<file path="config.mk">
export PLATFORM = sky130hd
export DESIGN_NAME = sobel_frame_ctrl
export DESIGN_NICKNAME = d
export VERILOG_FILES = /design/src/rtl/sobel_frame_ctrl.sv
export SDC_FILE = /design/constraint.sdc
export NUM_CORES = 1
export LEC_CHECK = 0
export CAP_MARGIN = 20
export CORE_AREA = 2 2 98 110
export DETAILED_ROUTE_END_ITERATION = 8
export DIE_AREA = 0 0 100 112
export GPL_ROUTABILITY_DRIVEN = 0
export PLACE_DENSITY = 0.57
export SETUP_SLACK_MARGIN = 0.02
export SKIP_CTS_REPAIR_TIMING = 1
export SLEW_MARGIN = 10
export SYNTH_ARGS = -nofsm -noshare
export SYNTH_HDL_FRONTEND = slang
export SYNTH_SLANG_ARGS = --single-unit
</file>
<file path="constraint.sdc">
create_clock -name clk -period 3.6 [get_ports clk]
set_input_delay 0.36 -clock clk [delete_from_list [all_inputs] [get_ports clk]]
set_output_delay 0.36 -clock clk [all_outputs]
set_load 0.03 [all_outputs]
</file>
<file path="src/rtl/sobel_frame_ctrl.sv">
// Frame sequencer for the Sobel datapath: tracks raster position, drives the
// line buffer, qualifies 3x3 windows and aligns output-valid to the pipeline.
module sobel_frame_ctrl #(
  parameter int IMG_W    = 640,
  parameter int IMG_H    = 480,
  parameter int COL_W    = 10,
  parameter int ROW_W    = 9,
  parameter int PIPE_LAT = 3
) (
  input  logic             clk,
  input  logic             rst,
  input  logic             start_i,
  input  logic             pix_valid_i,
  output logic             lb_wr_en_o,
  output logic [COL_W-1:0] lb_addr_o,
  output logic             pad_o,
  output logic             window_valid_o,
  output logic             border_o,
  output logic             out_valid_o,
  output logic             out_zero_o,
  output logic             busy_o,
  output logic             frame_done_o,
  output logic             err_o
);

  localparam int NPIX  = IMG_W * IMG_H;
  localparam int K_MAX = NPIX + IMG_W;
  localparam int K_W   = $clog2(K_MAX + 1);
  localparam int D_W   = (PIPE_LAT > 1) ? $clog2(PIPE_LAT) : 1;

  typedef enum logic [2:0] {
    S_IDLE,
    S_FILL,
    S_RUN,
    S_FLUSH,
    S_DRAIN,
    S_DONE
  } state_t;

  state_t               state_q;
  logic [K_W-1:0]       k_q, k_d;
  logic [COL_W-1:0]     col_q, col_d;
  logic [COL_W-1:0]     ccol_q, ccol_d;
  logic [ROW_W-1:0]     crow_q, crow_d;
  logic [D_W-1:0]       drain_q;
  logic                 busy_q;
  logic                 done_q;
  logic                 err_q;
  logic [PIPE_LAT-1:0]  dlv_q;
  logic [PIPE_LAT-1:0]  dlz_q;
  logic                 step;
  logic                 win;

  always_comb begin
    step = ((state_q == S_FILL) || (state_q == S_RUN)) && pix_valid_i;
    step = step || (state_q == S_FLUSH);
    win  = ((state_q == S_RUN) && pix_valid_i) || (state_q == S_FLUSH);

    k_d   = k_q + K_W'(1);
    col_d = (col_q == COL_W'(IMG_W - 1)) ? '0 : col_q + COL_W'(1);

    // Centre raster position advances with every emitted window.
    ccol_d = ccol_q;
    crow_d = crow_q;
    if (ccol_q == COL_W'(IMG_W - 1)) begin
      ccol_d = '0;
      crow_d = (crow_q == ROW_W'(IMG_H - 1)) ? '0 : crow_q + ROW_W'(1);
    end else begin
      ccol_d = ccol_q + COL_W'(1);
    end
  end

  assign lb_wr_en_o     = step;
  assign lb_addr_o      = col_q;
  assign pad_o          = (state_q == S_FLUSH);
  assign window_valid_o = win;
  assign border_o       = win && ((crow_q == '0) || (crow_q == ROW_W'(IMG_H - 1)) ||
                                  (ccol_q == '0) || (ccol_q == COL_W'(IMG_W - 1)));
  assign out_valid_o    = dlv_q[PIPE_LAT-1];
  assign out_zero_o     = dlz_q[PIPE_LAT-1];
  assign busy_o         = busy_q;
  assign frame_done_o   = done_q;
  assign err_o          = err_q;

  always_ff @(posedge clk or negedge rst) begin
    if (!rst) begin
      state_q <= S_IDLE;
      k_q     <= '0;
      col_q   <= '0;
      ccol_q  <= '0;
      crow_q  <= '0;
      drain_q <= '0;
      busy_q  <= 1'b0;
      done_q  <= 1'b0;
      err_q   <= 1'b0;
    end else begin
      case (state_q)
        S_IDLE: begin
          done_q <= 1'b0;
          if (start_i) begin
            state_q <= S_FILL;
            k_q     <= '0;
            col_q   <= '0;
            ccol_q  <= '0;
            crow_q  <= '0;
            busy_q  <= 1'b1;
            err_q   <= 1'b0;
          end
        end
        S_FILL: begin
          if (pix_valid_i) begin
            k_q   <= k_d;
            col_q <= col_d;
            if (k_q == K_W'(IMG_W)) state_q <= S_RUN;
          end
        end
        S_RUN: begin
          if (pix_valid_i) begin
            k_q    <= k_d;
            col_q  <= col_d;
            ccol_q <= ccol_d;
            crow_q <= crow_d;
            if (k_q == K_W'(NPIX - 1)) state_q <= S_FLUSH;
          end
        end
        S_FLUSH: begin
          col_q  <= col_d;
          ccol_q <= ccol_d;
          crow_q <= crow_d;
          if (pix_valid_i) err_q <= 1'b1;
          if (k_q == K_W'(K_MAX)) begin
            state_q <= S_DRAIN;
            drain_q <= D_W'(PIPE_LAT - 1);
          end else begin
            k_q <= k_d;
          end
        end
        S_DRAIN: begin
          if (pix_valid_i) err_q <= 1'b1;
          // Last window enters the delay line on the final flush cycle.
          if (drain_q == '0) begin
            state_q <= S_DONE;
            busy_q  <= 1'b0;
            done_q  <= 1'b1;
          end else begin
            drain_q <= drain_q - D_W'(1);
          end
        end
        S_DONE: begin
          if (pix_valid_i) err_q <= 1'b1;
          done_q  <= 1'b0;
          state_q <= S_IDLE;
        end
        default: begin
          state_q <= S_IDLE;
          busy_q  <= 1'b0;
          done_q  <= 1'b0;
        end
      endcase
    end
  end

  always_ff @(posedge clk or negedge rst) begin
    if (!rst) begin
      dlv_q <= '0;
      dlz_q <= '0;
    end else begin
      dlv_q[0] <= win;
      dlz_q[0] <= border_o;
      for (int i = 1; i < PIPE_LAT; i++) begin
        dlv_q[i] <= dlv_q[i-1];
        dlz_q[i] <= dlz_q[i-1];
      end
    end
  end

endmodule

</file>
# After elaboration in Yosys (flattened, before gate mapping)

Index checks and enable logic that the tools add are counted.

Register bits: 62
Word-level logic and storage cells: 104

Add/subtract/negate cells: 5
Equality and inequality tests: 22
Muxes and demuxes: 35
Bitwise logic cells: 2
Reductions and logical operators: 29

Operators by type and width:

| operator                                                                 | number |
|---|---|
| 10-bit one-hot mux with 3 select lines                                   | 2 |
| 19-bit 2-to-1 mux                                                        | 3 |
| 19-bit one-hot mux with 3 select lines                                   | 1 |
| 10-bit 2-to-1 mux                                                        | 5 |
| 19-bit equality test (second input constant)                             | 2 |
| 9-bit 2-to-1 mux                                                         | 4 |
| 9-bit one-hot mux with 3 select lines                                    | 1 |
| 3-bit 2-to-1 mux                                                         | 7 |
| 10-bit by 1-bit adder with 10-bit output (second input constant)         | 2 |
| 10-bit equality test (second input constant)                             | 2 |
| 19-bit by 1-bit adder with 19-bit output (second input constant)         | 1 |
| 19-bit by 10-bit equality test with 1-bit output (second input constant) | 1 |
| 3-bit one-hot mux with 5 select lines                                    | 1 |
| 3-bit AND reduction                                                      | 5 |
| 2-bit inequality test (second input constant)                            | 6 |
| 10-bit zero test                                                         | 1 |
| 2-bit by 1-bit inequality test with 1-bit output (second input constant) | 5 |
| 9-bit by 1-bit adder with 9-bit output (second input constant)           | 1 |
| 9-bit equality test (second input constant)                              | 1 |
| 9-bit zero test                                                          | 1 |
| 7-bit AND reduction                                                      | 1 |
| 3-bit by 2-bit equality test with 1-bit output (second input constant)   | 2 |
| 3-bit equality test (second input constant)                              | 2 |
| 1-bit logical OR                                                         | 6 |
| 18 further kinds                                                         | 30 |

# Longest topological paths before layout

Word-level depth: 5
Depth in mapped cells: 8
Depth with buffers taken out: 7

# Least setup slack after synthesis

OpenSTA, ideal clock, no wires.

Path kind: register to output
Start point: register ccol_q[0]
End point: output port border_o
Arrival: 1.983 ns
Path slack: 1.257 ns
Cell stages (with the launch flop): 6
Path buffers: 0
Cell sequence: dfrtp_1 -> ha_1 -> nand4_1 -> nor2_1 -> nand3_1 -> a311oi_1

Word-level cells in the longest chain between the ends: 4

RTL lines:

| what                     | RTL line | text |
|---|---|---|
| start: declaration       | 43       | `logic [COL_W-1:0] ccol_q, ccol_d;` |
| start signal: assignment | 121      | `ccol_q <= ccol_d;` |
| start signal: assignment | 128      | `ccol_q <= ccol_d;` |
| 10-bit zero test         | 78       | `(ccol_q == '0) \|\| (ccol_q == COL_W'(IMG_W - 1)));` |
| 1-bit logical OR         | 77       | `assign border_o = win && ((crow_q == '0) \|\| (crow_q == ROW_W'(IMG_H - 1)) \|\|` |
| 1-bit logical OR *       | 78       |  |
| 1-bit logical AND *      | 77       |  |
| end: declaration         | 18       | `output logic border_o,` |

Every way passes the cells marked *; elsewhere a longest branch is shown, timed or not.

# Final worst setup path

Ends and elaborated chain as after synthesis.

==> metrics.md <==
| Metric | Value |
|---|---|
| Status | `complete, but fails checks` |
| Violated checks | `negative hold slack` |
| Crit. End Element | `primary output` |
| Pin count of the biggest net entering global routing | `42` |
| Power density cells | `416 nW/um^2` |
| Total chip power | `1.69 mW` |
| Pins Over Slew Limit | `0` |
| Register area share after synthesis | `0.448` |
| Critical path's slowest cell | `clkdlybuf4s50_1` |
| Setup Crit Path Kind | `flip-flop to primary output` |
| Crit start category | `flip-flop` |
| Clk root buf | `clkbuf_16` |
| RSZ-0062 raised after global routing | `no` |
| Most common cell in the netlist | `dfrtp_1` |
| Hold Worst Slack | `-0.445 ps` |
| Mapped cell area | `between 3000 and 4000 sq um` |
| Data required time of the critical path | `around 3200 ps` |
| DR WL met3 | `277 um` |
| Yosys top cell area share | `0.448` |
| Met1 wire length | `3820 um` |
| Clock buffer depth | `2` |
| DRT antenna net count | `0` |
| Layout Cells excl Fill | `536` |
| Peak fanout along the critical path | `5` |
| Ranking of synthesized cells by area | `dfrtp_1 45%, o21ai_0 5.9%, nand2_1 4.7%, nand3_1 4.0%, nor2_1 3.1%` |
| N_diodes | `0` |
| Routed wire length | `approximately 8100 um` |
| Critical path, cell by cell | `ha_1, nand4_1, nor2_1, nand3_1, a311oi_1, clkdlybuf4s50_1` |
| Distinct cells, synth | `55` |
| Slew margin rel. | `0.478` |
| Via count | `approximately 3000` |
| Met2 WL | `3870 um` |
| Layout cells sized above 1 | `0.0775` |
| Reg2Reg Setup Slack | `between 1000 and 1500 ps` |
| Final hold vios | `1` |
| Boundary pin count | `23` |
| CTS tree | `done` |
| First-pass GRT wire length | `14200 um` |
| NumNets Final | `423` |
| Top cell type by total area after synthesis | `dfrtp_1` |
| R2R depth | `5` |
| Register Area | `around 1600 sq um` |
| Uppermost layer routed | `met4` |
| Placed insts | `approximately 520` |
| Post-route clock period utilization | `0.843` |
| Initial antenna violation count | `0` |
| Post-synth EDFFs | `0` |
| Vias in the first global route | `2857` |
| Row cnt | `39` |
| Peak VDD IR | `0.000179 V` |
| Initial DRT Pass Iterations | `4` |
| Worst-path clk slew | `about 50 ps` |
| Area occupied by multi-input gates | `1790 sq um` |
| CTS H-tree depth | `3` |
| Fmax achieved | `330 MHz` |
| Mean Syn Cell Area | `8.99 sq um` |
| Total congestion overflow | `0` |
| Setup Skew | `7.76 ps` |
| Number of remaining DRC errors | `0` |
| Layout area overhead | `17.8%` |
| Setup TNS | `0 ps` |
| Syn nets | `397` |
| Final HPWL DP | `5800 um` |
| # fillers | `1021` |
| CTS sink count | `62` |
| Initial drt markers | `173` |
| Max-cap violations | `0` |
| Critical Path Max Stage Delay | `approximately 740 ps` |
| Die Y | `112 um` |
| HP Class | `input port to asynchronous set/reset pin` |
| Die ar. | `11200 sq um` |
| #FFs+latches synth | `62` |
| Crit path time final | `3030 ps` |
| Worst-Margin Slew | `around 770 ps` |
| Input/output buffers | `22` |
| Core footprint | `10100 sq um` |
| Critical path arrival | `2670 ps` |
| Die X | `100 um` |
| Vias/cell | `5.54` |
| Synth Flop Type | `dfrtp_1` |
| GRT Total Usage | `0.159` |
| Synth cell count leaders | `62 x dfrtp_1, 43 x nand2_1, 41 x o21ai_0, 29 x nor2_1, 28 x nand3_1` |
| Initial Util | `0.341` |
| YS warnings | `0` |
| Static Leakage | `1.67 nW` |
| CTS Buf Count | `9` |
| Core Util, Final | `0.402` |
| Clk_lat worst skew | `roughly 320 ps` |
| Synth async-reset ratio | `1.00` |
| Synth Instances | `a little under 400` |
| Drt wl/cell | `15.1 um` |
| Final-report setup violation count | `0` |
-- flip-flops by register name, summed over array words and instances (netlist names) --
name	cells
err_o	1
drain_q	2
ccol_q	10
dlz_q	3
dlv_q	3
crow_q	9
state_q	3
k_q	19
frame_done_o	1
lb_addr_o	10
busy_o	1
-- worst max-delay path: cells and delay by family (launching register included) --
kind	cells	cell delay [ps]
buf+inv	1	740
simple gates	3	560
compound gates	1	420
flops	1	400
fa+ha+maj	1	230
-- layout make-up --
cell class,instances,share of cell area
Inverter,20,0.0184
Sequential cell,62,0.381
Clock inverter,2,0.00246
Clock buffer,11,0.0620
Tap cell,123,0.0378
Multi-Input combinational cell,292,0.438
Timing Repair Buffer,26,0.0602
-- routing by layer --
metal,up-vias,GRT usage
met5,-,0
met1,1439,0.220
met3,10,0.0301
li1,1457,-
met4,0,0.0639
met2,65,0.245
-- stage by stage --
| stage | instance area, sq um | setup slack [ps] |
|---|---|---|
| final | 4080 | 567 |
| after global routing | 4080 | 362 |
| after CTS | 4080 | 548 |
| after detailed placement | 3810 | 904 |
| after global placement | 3810 | 979 |
| after floorplan | 3460 | 1260 |
-- where the power goes --
group | total [mW] | switching, mW | internal (mW)
logic | 0.135 | 0.0754 | 0.0598
clock network | 0.766 | 0.278 | 0.487
registers | 0.793 | 0.0522 | 0.740
total | 1.69 | 0.406 | 1.29
-- worst paths after layout --
| kind | startpoint | end |
|---|---|---|
| max | ccol_q[0] | border_o |
| max in group asynchronous | rst | k_q[2] |
| max reg2reg | state_q[0] | crow_q[3] |
| min reg2reg | dlv_q[0] | dlv_q[1] |
| min | rst | drain_q[1] |
| min in group clk | dlv_q[0] | dlv_q[1] |
-- logic make-up (layout without fill, tap and decap cells) --
kind of cell	after synthesis	after routing	synth area share
DFF	62	62	0.448
xor gates and xnor gates	12	12	0.0304
AOI/OAI and AO/OA	100	100	0.193
and+or+nand+nor	170	170	0.256
buffers and inverters	31	59	0.0369
muxes	2	2	0.00615
adders and majority gates	8	8	0.0289
-- cell usage in the layout (no fill, tap or decap), drive strengths merged, types with 7 or more instances in the layout --
cell           synthesis  final
inv                   20     20
a21oi                 16     16
nor3                  12     12
xor2                   8      8
ha                     8      8
or3                    8      8
o21ai                 42     42
nand4                  9      9
nor2                  29     29
clkbuf                 6     11
nand3                 28     28
o31ai                 10     10
nand2                 43     43
dfrtp                 62     62
o211ai                11     11
nor4                   7      7
clkdlybuf4s50          0     21
No activity file was read; power rests on OpenSTA's default activity.
